File: src/rtl/gb_bridge_pkg.sv
// rtl/gb_bridge_pkg.sv - shared helpers for the ghostbus sub-bus bridge
package gb_bridge_pkg;

  function automatic int clog2(input int n);
    int r;
    r = 0;
    for (int i = 0; i < 31; i++)
      if ((1 << i) < n) r = i + 1;
    return r;
  endfunction

  // Window hit test; the addr >= base guard keeps a below-base address from wrapping into a hit.
  function automatic logic win_hit(input logic [63:0] addr, input logic [63:0] base,
                                   input int sub_aw, input int nch);
    logic [63:0] off;
    off = (addr >> sub_aw) - (base >> sub_aw);
    return (addr >= base) && (off < 64'(nch));
  endfunction

  function automatic int RL_OF(input int crl);
    return crl + 2;
  endfunction

endpackage

File: src/rtl/gb_sel_pipe.sv
// rtl/gb_sel_pipe.sv - fixed-depth shift register with synchronous clear
module gb_sel_pipe #(
  parameter int DEPTH = 2,
  parameter int W     = 3
) (
  input  logic         clk,
  input  logic         clr,
  input  logic [W-1:0] d,
  output logic [W-1:0] q
);

  logic [W-1:0] sr [DEPTH];

  always_ff @(posedge clk) begin
    if (clr) begin
      for (int i = 0; i < DEPTH; i++) sr[i] <= '0;
    end else begin
      sr[0] <= d;
      for (int i = 1; i < DEPTH; i++) sr[i] <= sr[i-1];
    end
  end

  assign q = sr[DEPTH-1];

endmodule

File: src/rtl/gb_subbus_bridge.sv
// rtl/gb_subbus_bridge.sv - parent ghostbus port fanned out to NCH child windows
module gb_subbus_bridge
  import gb_bridge_pkg::*;
#(
  parameter int AW     = 24,
  parameter int DW     = 32,
  parameter int SUB_AW = 8,
  parameter int NCH    = 4,
  parameter int BASE   = 0,
  parameter int CRL    = 1,
  parameter int MW     = 16
) (
  input  logic              clk,
  input  logic              rst,
  input  logic [AW-1:0]     p_addr,
  input  logic [DW-1:0]     p_wdata,
  input  logic              p_wstb,
  output logic [DW-1:0]     p_rdata,
  output logic [SUB_AW-1:0] c_addr,
  output logic [DW-1:0]     c_wdata,
  output logic [NCH-1:0]    c_wstb,
  input  logic [NCH*DW-1:0] c_rdata,
  input  logic              miss_clr,
  output logic [MW-1:0]     miss_cnt
);

  localparam int CW = (NCH > 1) ? clog2(NCH) : 1;
  localparam int OW = AW - SUB_AW;
  localparam logic [AW-1:0] BASE_A  = AW'(BASE);
  localparam logic [OW-1:0] BASE_HI = OW'(BASE >> SUB_AW);
  // One extra bit so NCH == 2^OW still compares correctly.
  localparam logic [OW:0]   NCH_W   = (OW+1)'(NCH);

  logic [OW-1:0] off;
  logic          hit;
  logic [CW-1:0] idx;
  logic          rd_v;

  assign off  = p_addr[AW-1:SUB_AW] - BASE_HI;
  assign hit  = (p_addr >= BASE_A) && ({1'b0, off} < NCH_W);
  assign idx  = (NCH == 1) ? '0 : off[CW-1:0];
  assign rd_v = hit && !p_wstb;

  always_ff @(posedge clk) begin
    if (rst) begin
      c_addr  <= '0;
      c_wdata <= '0;
      c_wstb  <= '0;
    end else begin
      c_addr  <= p_addr[SUB_AW-1:0];
      c_wdata <= p_wdata;
      c_wstb  <= (p_wstb && hit) ? (NCH'(1) << idx) : '0;
    end
  end

  // Stage 0 lines up with c_addr; the tail lines up with child data CRL cycles later.
  logic [CW:0]   tail;
  logic          tail_v;
  logic [CW-1:0] tail_idx;

  gb_sel_pipe #(
    .DEPTH (CRL + 1),
    .W     (CW + 1)
  ) u_sel_pipe (
    .clk (clk),
    .clr (rst),
    .d   ({rd_v, idx}),
    .q   (tail)
  );

  assign tail_v   = tail[CW];
  assign tail_idx = tail[CW-1:0];

  logic [DW-1:0] sel_data;

  always_comb begin
    sel_data = '0;
    for (int k = 0; k < NCH; k++)
      if (tail_idx == CW'(k)) sel_data = c_rdata[k*DW +: DW];
  end

  always_ff @(posedge clk) begin
    if (rst) p_rdata <= '0;
    else     p_rdata <= tail_v ? sel_data : '0;
  end

  always_ff @(posedge clk) begin
    if (rst || miss_clr)
      miss_cnt <= '0;
    else if (p_wstb && !hit && (miss_cnt != '1))
      miss_cnt <= miss_cnt + 1'b1;
  end

endmodule
File: config.mk
export PLATFORM = sky130hd
export DESIGN_NAME = gb_subbus_bridge
export DESIGN_NICKNAME = d
export VERILOG_FILES = /design/src/rtl/gb_bridge_pkg.sv /design/src/rtl/gb_sel_pipe.sv /design/src/rtl/gb_subbus_bridge.sv
export SDC_FILE = /design/constraint.sdc
export NUM_CORES = 1
export LEC_CHECK = 0
export CAP_MARGIN = 20
export CORE_AREA = 2 2 109 111
export DETAILED_ROUTE_END_ITERATION = 10
export DIE_AREA = 0 0 111 113
export PLACE_DENSITY = 0.8
export SETUP_SLACK_MARGIN = 0.2
export SYNTH_ARGS = -nofsm -noshare
export SYNTH_HDL_FRONTEND = slang
export SYNTH_SLANG_ARGS = --single-unit
File: constraint.sdc
create_clock -name clk -period 2.87 [get_ports clk]
set_input_delay 0.574 -clock clk [delete_from_list [all_inputs] [get_ports clk]]
set_output_delay 0.574 -clock clk [all_outputs]
set_load 0.03 [all_outputs]
Yosys cells after proc, flatten, opt, wreduce, memory -nomap -nowiden
Memories as Yosys holds them, arrays and structs flattened.
Cells that the tools add are included.

word-level totals
  register bits = 92
  memories = 1
  bits in writable memories = 6
  bits of input ports = 188
  output and inout bits = 92

cells by class
  equal/unequal tests = 4
  reductions and logical operators = 11
  order comparisons = 2
  shift operators = 1
  add/sub/neg operators = 1
  muxes and demuxes = 9
  bitwise logic cells = 4

memories
  memory         depth  bits a word  rd ports  clocked after memory_dff  wr ports  RTL line           source
  u_sel_pipe.sr  2      3            2         0                         2         gb_sel_pipe.sv:12  logic [W-1:0] sr [DEPTH];

operators with widths
  cell                     count
  $mux W32                 4
  $ge A24 B1 Y1 const B    1
  $add A16 B1 Y16 const B  1
  $lt A16 B3 Y1 const B    1
  $ne A16 B16 Y1 const B   1
  $mux W3                  2
  $logic_and A1 B1 Y1      5
  $eq A2 B2 Y1 const B     2
  $reduce_or A2 Y1         2
  $shl A1 B2 Y4 const A    1
  $mux W1                  3
  $eq A2 B1 Y1 const B     1
  $logic_not A1 Y1         2
  $logic_not A2 Y1         1
  $not A1 Y1               2
  $or A1 B1 Y1             2
  $logic_or A1 B1 Y1       1

Logic depth before layout (Yosys ltp)
Gate-level depths: netlist (run 1).

  depth after elaboration = 5
  gate-level depth with buffers = 6

Hierarchy
A second synthesis (run 1) with hierarchy kept.

unflattened totals
  cells, all modules = 333
  area total of the unflattened synthesis = 3975.1 um^2

by module, submodules not included
  module            seq. area each (um^2)  instances  cells each  area each (um^2)
  gb_subbus_bridge  1841.8                 1          318         3794.9
  gb_sel_pipe       120.1                  1          15          180.2

Least setup slack after synthesis (run 1)
No wires, ideal clock.

  kind = reg-to-reg
  start = register miss_cnt[0]
  end = register miss_cnt[7]
  clock period less this slack = 1.885 ns
  setup slack = 0.985 ns
  cell stages (with the launch flop) = 7
  data required time = 2.800 ns
  library setup time = 0.070 ns
  data arrival time = 1.816 ns
  buffers on the path = 1
  cell sequence = dfxtp_1 > ha_1 > and4_4 > and4_1 > buf_4 > or4_1 > a21oi_1

between the ends
  word-level cells in the longest chain between the ends = 2
  elaborated cells on any way between the ends = 3
  classes of those cells = add/sub (1); eq/ne (1); reduce/logical (1)

RTL lines
  element                                                  RTL line                source
  start, declared                                          gb_subbus_bridge.sv:24  output logic [MW-1:0] miss_cnt
  start signal, assigned                                   gb_subbus_bridge.sv:91  miss_cnt <= miss_cnt + 1'b1;
  branches (longest 2 deep; another with $add A16 B1 Y16)  --

Several ways; the timed one is not identified.
A chain may end at the register's enable or synchronous reset.

Worst setup path after layout (run 1)
  start = register miss_cnt[2]
  end = output port miss_cnt[2]

No word-level cell between the ends.

==> flow_summary_export.csv, run 1 <==
group,metric,value,unit
status,status,"complete, no violations",
hold_path,hold_start,"u_sel_pipe.sr[0][2]",
cts,cts_resized,0,
cts,clk_latency,0.34,ns
floorplanning,die_h,113,µm
floorplanning,die_w,111,µm
timing,setup_viol,0,
placed_design,numPortBuffers,279,
worst_setup_path,path_cells,"clkdlybuf4s50_1",
logic_synthesis,synthCells,337,
timing,skew,0.00868,ns
timing,fmax,466,MHz
placed_design,dp_hpwl,11.5,mm
final_layout,fillers,892,
worst_setup_path,crit_type,"reg2out",
placed_design,place.gp.congestion,0.936,
global_routing,antenna_found_initial,0,
cts,clk_pin_slew,0.07,ns
floorplanning,die_area,12500,µm²
cts,cts_tree,"built",
power_and_ir_drop,finalPower,3.08,mW
logic_synthesis,synthesis.nets,526,
global_routing,overflow,0,
cts,cts_sinks,98,
detailed_routing,wirelength,14.3,mm
worst_setup_path,startpoint,"miss_cnt[2]",
logic_synthesis,synth-edff-count,0,
timing,final.min_clock_period,2.15,ns
final_layout,final_common_cell,"clkdlybuf4s50_1",
flow_run,drv_cap,0,
cts,hold_buffers,0,
floorplanning,coreArea,11300,µm²
global_routing,grt_pass1_vias,3895,
detailed_routing,drt_pre_antenna_iters,4,
worst_setup_path,crit_buf_inv,1,
global_routing,use_met3,6.75,%
detailed_routing,wl_per_cell,19.0,µm
detailed_routing,route.detailed.drc,0,
detailed_routing,vias_per_cell,5.07,
cts,post-cts-setup-buffers,0,
global_routing,globalRouteMet1Util,25.1,%
logic_synthesis,syn_area,3950,µm²
floorplanning,row_count,39,
floorplanning,ios,280,
final_layout,utilization,63.2,%
worst_setup_path,critPathTopFamily,"buffers and inverters",
logic_synthesis,async_reset_ff_share,0,%
timing,max_slew.worst_pin.slew,0.860,ns
power_and_ir_drop,leakagePower,2.68,nW
placed_design,dp.cells,739,
global_routing,grt_max_degree,35,
timing,rsz0062_at_grt,"false",
logic_synthesis,yosysWarnings,0,
logic_synthesis,synth.yosys.seq_area_share,49.7,%
logic_synthesis,ys_ff_latch,98,
global_routing,grt_use_total,22.0,%
final_layout,final_cells,755,
hold_path,min_path_type,"reg2reg",
cts,clock_path_buffers,2,
worst_setup_path,crit_path_max_fanout,8,
worst_setup_path,cp-start-kind,"flop",
worst_setup_path,slowest_delay,0.74,ns
final_layout,layout_common_cells,"clkdlybuf4s50_1 (278), dfxtp_1 (97), nor2b_1 (45), and3_1 (35), mux4_2 (32)",
power_and_ir_drop,ir_worst_vdd,0.298,mV
timing,drv_slew,0,
timing,hold_violations,0,
final_layout,antennaDiodeCount,0,
worst_setup_path,critPathRequiredTime,2.30,ns
final_layout,drive_gt1_share,9.97,%
global_routing,busiest_layer,"met2",
worst_setup_path,cp_slowest_cell,"clkdlybuf4s50_1",
cts,h-tree-depth,3,
global_routing,grt_pass1_wl,21.6,mm
final_layout,nets,796,
worst_setup_path,critPathCaptureType,"output port",
floorplanning,start_util,35.1,%
worst_setup_path,regToRegStartpoint,"miss_cnt[0]",
timing,maxSlewHeadroom,42.6,%
power_and_ir_drop,power_density,433,nW/µm²
final_layout,area_growth,80.2,%
detailed_routing,drt_iter0_drc,239,
logic_synthesis,syn_area_per_cell,11.7,µm²
global_routing,met2_usage,37.3,%
worst_setup_path,critPathArrivalTime,1.57,ns
cts,numCtsBuffers,9,
timing,tns,0,ns
timing,fin_crit_sh,74.8,%
detailed_routing,num_vias,3829,
cts,cts-root-buf,"clkbuf_16",
logic_synthesis,synth_flop_cell,"dfxtp_1",
detailed_routing,ant_nets,0,
logic_synthesis,ys_types,36,
-- metal layers --
metal | vias up | share of wire (%)
met1 | 1806 | 38
met2 | 208 | 49
li1 | 1780 | -
met5 | - | 0
met3 | 35 | 9.0
met4 | 0 | 4.0
-- state kept, by name, summed over array words and instances, names as in the netlist --
| signal | cells |
|---|---|
| c_wstb | 4 |
| u_sel_pipe.sr | 6 |
| miss_cnt | 16 |
| p_rdata | 32 |
| c_addr | 8 |
| c_wdata | 32 |
-- synth_stat cells, types with 2 or more instances --
cell type	n	area [µm²]
nor4_2	3	37.5
nor2b_1	45	282
nor2_1	8	30.0
mux4_2	32	721
or3_1	10	62.6
nand3_1	4	20.0
nand2_1	14	52.6
a31oi_1	4	25.0
and4_4	2	22.5
o31ai_1	2	15.0
nor3_1	7	35.0
inv_1	5	18.8
mux2i_1	7	70.1
and3_1	35	219
a41o_1	3	30.0
and4_1	2	17.5
nand4_1	10	62.6
buf_4	5	37.5
buf_1	3	11.3
clkbuf_1	16	60.1
o41ai_1	2	17.5
a21oi_1	5	25.0
dfxtp_1	98	1960
o21ai_1	2	10.0
nor3b_1	2	15.0
-- power breakdown --
group,internal (mW),total [mW],switching [mW]
registers,1.39,1.41,0.0149
clock network,0.600,1.14,0.541
logic,0.353,0.535,0.182
total,2.35,3.08,0.738
-- through the flow --
| stage | instance area [µm²] | worst slack, ns | hold WS (ns) |
|---|---|---|---|
| finish | 7120 | 0.723 | 0.442 |
| floorplan | 3950 | 0.985 | 0.414 |
| global route | 7120 | 0.698 | 0.461 |
| global placement | 6840 | 0.602 | 0.419 |
| CTS | 7120 | 0.721 | 0.445 |
| detailed placement | 6840 | 0.573 | 0.429 |
-- logic make-up (layout without fill, tap and decap cells) --
kind of cell,after synthesis,count (layout),share of synthesized area (%)
muxes,39,39,20.0
AOI/OAI and AO/OA,22,22,3.89
DFF,98,98,49.7
buffers and inverters,30,305,3.48
adders and majority gates,1,1,0.317
and+or+nand+nor,147,147,22.6
-- cell type report --
class	instances	area (µm²)	share of cell area, %
Clock inverter	7	58.8	0.826
Tap cell	143	179	2.51
Inverter	5	18.8	0.264
Sequential cell	98	1960	27.6
Multi-Input combinational cell	209	1850	26.0
Clock buffer	9	225	3.16
Timing Repair Buffer	284	2830	39.7
-- path summary, 6_finish.rpt --
| path | to | slack [ns] | cells after the start |
|---|---|---|---|
| min | u_sel_pipe.sr[0][5] | 0.44 | 1 |
| max reg2reg | miss_cnt[11] | 0.92 | 5 |
| max | miss_cnt[2] | 0.72 | 1 |
| min reg2reg | u_sel_pipe.sr[0][5] | 0.44 | 1 |
Note: power is estimated with default switching activity, not from simulation.
==> run 2, diff against run 1 <==
- CORE_AREA: 2 2 109 111 -> unset
- CORE_MARGIN: unset -> 2
- CORE_UTILIZATION: unset -> 35
- DIE_AREA: 0 0 111 113 -> unset
- PLACE_DENSITY: 0.8 -> 0.81
- clock period: 2.87 -> 2.2 ns (I/O delays scaled with it)
==> run 2 against run 1 <==
- global-route usage grew 0.079 points
- power is 33% higher
- wire length shrank 2.0%
- sequential power rose by 30%
- via count is 0.65% lower
- critical path depth unchanged
- hold slack lost 0.0066 ns
- worst setup slack worse by 0.45 ns
- core utilization rose by 2.5 points
- combinational power is 31% higher
- clock power up 39%
- first-iteration DRC count shrank 18%
==> flow_summary_export.csv, run 2 (same netlist as run 1, synthesis figures left out) <==
group,metric,value,unit
cts,clock_path_buffers,2,
detailed_routing,wl_per_cell,18.6,µm
global_routing,overflow,0,
global_routing,grt_pass1_vias,3745,
timing,setup_viol,0,
worst_setup_path,crit_buf_inv,1,
timing,skew,0.00402,ns
placed_design,dp_hpwl,11.0,mm
worst_setup_path,cp-start-kind,"flop",
cts,cts-root-buf,"clkbuf_16",
power_and_ir_drop,ir_worst_vdd,0.402,mV
floorplanning,die_h,110,µm
final_layout,final_common_cell,"clkdlybuf4s50_1",
worst_setup_path,path_cells,"clkdlybuf4s50_1",
cts,hold_buffers,0,
final_layout,area_growth,81.7,%
status,status,"complete, no violations",
worst_setup_path,critPathArrivalTime,1.49,ns
timing,final.min_clock_period,1.93,ns
timing,worst_slack,0.268,ns
final_layout,drive_gt1_share,10.4,%
detailed_routing,ant_nets,0,
worst_setup_path,critPathRequiredTime,1.76,ns
timing,fin_crit_sh,87.8,%
worst_setup_path,cp_slowest_cell,"clkdlybuf4s50_1",
timing,rsz0062_at_grt,"false",
detailed_routing,num_vias,3804,
worst_setup_path,crit_path_max_fanout,6,
worst_setup_path,slowest_delay,0.71,ns
timing,max_slew.worst_pin.slew,0.896,ns
cts,clk_latency,0.34,ns
flow_run,drv_cap,0,
final_layout,antennaDiodeCount,0,
timing,hold_violations,0,
cts,cts_tree,"built",
detailed_routing,drt_pre_antenna_iters,4,
hold_path,min_path_type,"reg2reg",
cts,cts_sinks,98,
timing,maxSlewHeadroom,40.2,%
power_and_ir_drop,power_density,573,nW/µm²
placed_design,dp.cells,738,
global_routing,grt_use_total,22.1,%
final_layout,layout_common_cells,"clkdlybuf4s50_1 (274), dfxtp_1 (97), nor2b_1 (45), and3_1 (35), mux4_2 (32)",
floorplanning,coreArea,10900,µm²
power_and_ir_drop,leakagePower,2.78,nW
placed_design,place.gp.congestion,0.814,
detailed_routing,wirelength,14.0,mm
floorplanning,die_w,110,µm
cts,numCtsBuffers,9,
power_and_ir_drop,finalPower,4.11,mW
cts,clk_pin_slew,0.07,ns
final_layout,nets,799,
final_layout,final_cells,755,
detailed_routing,vias_per_cell,5.04,
global_routing,antenna_found_initial,0,
detailed_routing,drt_iter0_drc,196,
floorplanning,start_util,36.1,%
timing,tns,0,ns
placed_design,pre_cts_ws,0.0647,ns
floorplanning,ios,280,
worst_setup_path,crit_type,"reg2out",
detailed_routing,route.detailed.drc,0,
floorplanning,die_area,12200,µm²
timing,drv_slew,0,
global_routing,grt_pass1_wl,19.9,mm
final_layout,top_regs,"c_wdata (32), p_rdata (32), miss_cnt (16)",
worst_setup_path,critPathCaptureType,"output port",
floorplanning,row_count,38,
worst_setup_path,critPathTopFamily,"buffers and inverters",
timing,fmax,518,MHz
global_routing,grt_max_degree,33,
placed_design,numPortBuffers,279,
cts,h-tree-depth,3,
run 2: cell count changes in the layout (fill, tap and decap cells not counted), moves of 2 or more:
cell             previous run  this run
clkdlybuf4s50_1           278       274
buf_4                       5         7
clkinvlp_4                  4         1
clkinv_2                    0         2
dlymetal6s2s_1              0         3
run 2: what timing repair did:
action                                 CTS  global route
gates cloned                             0             0
resized for setup                        1             3
setup buffers                            0             1
pin swaps                                0             0
endpoints found under the hold margin    0             0
setup endpoints to repair                1            12
run 2: routing by layer:
layer  vias to the layer above  track usage, %  wire length, µm
li1                       1789               -                -
met1                      1755            24.7             5010
met2                       219            36.0             6790
met3                        41            8.00             1590
met4                         0            13.2              632
met5                         -               0                0
run 2: worst paths after layout:
kind                                     startpoint  depth (start not counted)  slack, ns                  end
worst max-delay path                   miss_cnt[15]                          1       0.27         miss_cnt[15]
worst min-delay path            u_sel_pipe.sr[0][1]                          1       0.44  u_sel_pipe.sr[0][4]
worst max register to register          miss_cnt[0]                          5       0.29          miss_cnt[7]
worst min register to register  u_sel_pipe.sr[0][1]                          1       0.44  u_sel_pipe.sr[0][4]
run 2: layout make-up:
| class | instances | area [µm²] |
|---|---|---|
| multi-input combinational | 209 | 1850 |
| clock buffer | 10 | 239 |
| inverter | 5 | 18.8 |
| tap | 140 | 175 |
| sequential | 98 | 1960 |
| fill | 833 | 3760 |
| timing repair buffer | 287 | 2870 |
| clock inverter | 6 | 65.1 |
run 2: where the power goes:
part	internal, mW	switching, mW
clock network	0.914	0.669
registers	1.82	0.0130
logic	0.463	0.239
run 2: metrics by stage:
stage | utilization (%) | hold slack, ns | area (µm²)
after floorplan | - | 0.414 | 3950
after global placement | 62.7 | 0.419 | 6860
after detailed placement | 62.7 | 0.422 | 6860
after CTS | 65.5 | 0.439 | 7160
after global routing | 65.7 | 0.458 | 7180
final | 65.7 | 0.435 | 7180
==> run 3, diff against run 2 <==
- CORE_AREA: unset -> 2 2 109 111
- CORE_MARGIN: 2 -> unset
- CORE_UTILIZATION: 35 -> unset
- DIE_AREA: unset -> 0 0 111 113
- PLACE_DENSITY: 0.81 -> 0.8
- clock period: 2.2 -> 2.4 ns (I/O delays scaled with it)
==> run 3 against run 2 <==
- core utilization down 2.3 points
- global-route usage grew 0.20 points
- die area up 3.2%
- final cell count rose by 0.13%
- flip-flop and latch count did not move
- cell area down 0.52%
- worst setup slack improved by 0.097 ns
- first-iteration DRC count increased by 13%
- critical path depth stayed put
- hold slack gained 0.0029 ns
- combinational power shrank 7.8%
- clock skew about the same
==> flow_summary_export.csv, run 3 (same netlist as run 1, synthesis figures left out) <==
group,metric,value,unit
floorplanning,ios,280,
worst_setup_path,crit_type,"reg2out",
timing,tns,0,ns
timing,drv_slew,0,
detailed_routing,route.detailed.drc,0,
placed_design,numPortBuffers,279,
worst_setup_path,worst_r2r_path_depth,5,
worst_setup_path,path_cells,"clkdlybuf4s50_1",
floorplanning,coreArea,11300,µm²
cts,post-cts-setup-buffers,0,
global_routing,grt_use_total,22.3,%
cts,numCtsBuffers,9,
worst_setup_path,regToRegStartpoint,"miss_cnt[0]",
cts,cts_sinks,98,
placed_design,place_area,6860,µm²
floorplanning,die_h,113,µm
power_and_ir_drop,ir_worst_vdd,0.475,mV
final_layout,design_area,7140,µm²
floorplanning,start_util,35.1,%
floorplanning,die_w,111,µm
hold_path,hold_start,"u_sel_pipe.sr[0][0]",
final_layout,fillers,888,
worst_setup_path,r2r-end,"miss_cnt[9]",
final_layout,top_regs,"c_wdata (32), p_rdata (32), miss_cnt (16)",
detailed_routing,wl_per_cell,19.1,µm
floorplanning,row_count,39,
worst_setup_path,critPathRequiredTime,1.92,ns
status,status,"complete, no violations",
global_routing,antenna_found_initial,0,
cts,h-tree-depth,3,
worst_setup_path,crit_path_max_fanout,8,
cts,clk_latency,0.34,ns
worst_setup_path,rrSetupSlack,0.40,ns
final_layout,multi_input_area,1850,µm²
timing,fin_crit_sh,84.8,%
timing,skew,0.00443,ns
floorplanning,die_area,12500,µm²
placed_design,place.gp.congestion,0.929,
power_and_ir_drop,leakagePower,2.70,nW
timing,max_slew.worst_pin.slew,0.938,ns
cts,cts_tree,"built",
timing,fmax,491,MHz
worst_setup_path,cp-start-kind,"flop",
hold_path,min_path_cells,1,
detailed_routing,vias_per_cell,5.03,
cts,cts-root-buf,"clkbuf_16",
timing,setup_viol,0,
cts,clk_pin_slew,0.07,ns
power_and_ir_drop,power_density,518,nW/µm²
worst_setup_path,critPathCaptureType,"output port",
global_routing,grt_max_degree,33,
final_layout,final_common_cell,"clkdlybuf4s50_1",
final_layout,area_growth,80.7,%
cts,cts_resized,0,
timing,final.min_clock_period,2.03,ns
final_layout,nets,797,
detailed_routing,drt_pre_antenna_iters,4,
timing,hold_violations,0,
worst_setup_path,critPathArrivalTime,1.55,ns
placed_design,dp_hpwl,11.5,mm
final_layout,drive_gt1_share,10.1,%
cts,hold_buffers,0,
cts,clock_path_buffers,2,
timing,maxSlewHeadroom,37.4,%
flow_run,drv_cap,0,
hold_path,min_path_type,"reg2reg",
timing,rsz0062_at_grt,"false",
final_layout,layout_common_cells,"clkdlybuf4s50_1 (278), dfxtp_1 (97), nor2b_1 (45), and3_1 (35), mux4_2 (32)",
worst_setup_path,cp_slowest_cell,"clkdlybuf4s50_1",
worst_setup_path,critPathTopFamily,"buffers and inverters",
worst_setup_path,slowest_delay,0.74,ns
detailed_routing,ant_nets,0,
worst_setup_path,crit_buf_inv,1,
global_routing,grt_pass1_vias,3869,
detailed_routing,drt_iter0_drc,221,
global_routing,grt_pass1_wl,21.8,mm
detailed_routing,num_vias,3800,
final_layout,antennaDiodeCount,0,
final_layout,seq_area,1960,µm²
detailed_routing,wirelength,14.4,mm
hold_path,whs_endpoint,"u_sel_pipe.sr[0][3]",
global_routing,overflow,0,
==> run 3: worst max path at each step <==
stage                           start          end  slack, ns  depth (start not counted)
after CTS                 miss_cnt[2]  miss_cnt[2]       0.34                          1
final                     miss_cnt[2]  miss_cnt[2]       0.37                          1
after global routing      miss_cnt[0]  miss_cnt[9]       0.26                          5
after global placement     p_addr[12]  miss_cnt[7]       0.23                          5
after detailed placement   p_addr[16]    c_wstb[1]       0.20                          5
after floorplan           miss_cnt[0]  miss_cnt[7]       0.51                          6
==> run 3: final cells by class <==
class                      count  share of cell area, %
tap                          143                   2.51
sequential                    98                   27.5
multi-input combinational    209                   25.9
timing repair buffer         285                   39.8
clock buffer                   9                   3.15
inverter                       5                  0.263
clock inverter                 7                  0.823
==> run 3: worst register-to-register path, delay by kind of cell, from the launching register on <==
kind / cells / cell delay, ns
adder cells (fa/ha/maj): 1 / 0.29
flip-flops: 1 / 0.43
multiplexers: 1 / 0.22
AND/OR/NAND/NOR: 3 / 0.99
==> run 3: routing by layer <==
metal  global-route usage [%]  up-vias  wire (µm)
li1                         -     1780          -
met3                     6.53       16       1230
met5                        0        -          0
met2                     40.4      194       7590
met4                     7.00        0        216
met1                     25.3     1810       5390
==> run 3: per-stage QoR <==
| stage | hold WS, ns | power [mW] | utilization [%] | instances | setup slack (ns) |
|---|---|---|---|---|---|
| floorplan | 0.414 | 1.95 | - | 337 | 0.515 |
| global placement | 0.422 | 2.35 | 60.8 | 740 | 0.233 |
| detailed placement | 0.425 | 2.37 | 60.8 | 740 | 0.195 |
| CTS | 0.441 | 3.75 | 63.4 | 756 | 0.345 |
| global route | 0.450 | 3.84 | 63.4 | 756 | 0.262 |
| finish | 0.438 | 3.70 | 63.4 | 756 | 0.365 |
==> run 3: power by group <==
part | switching, mW | internal (mW) | total, mW
clock network | 0.649 | 0.719 | 1.37
registers | 0.0158 | 1.67 | 1.68
logic | 0.222 | 0.425 | 0.647
total | 0.886 | 2.81 | 3.70
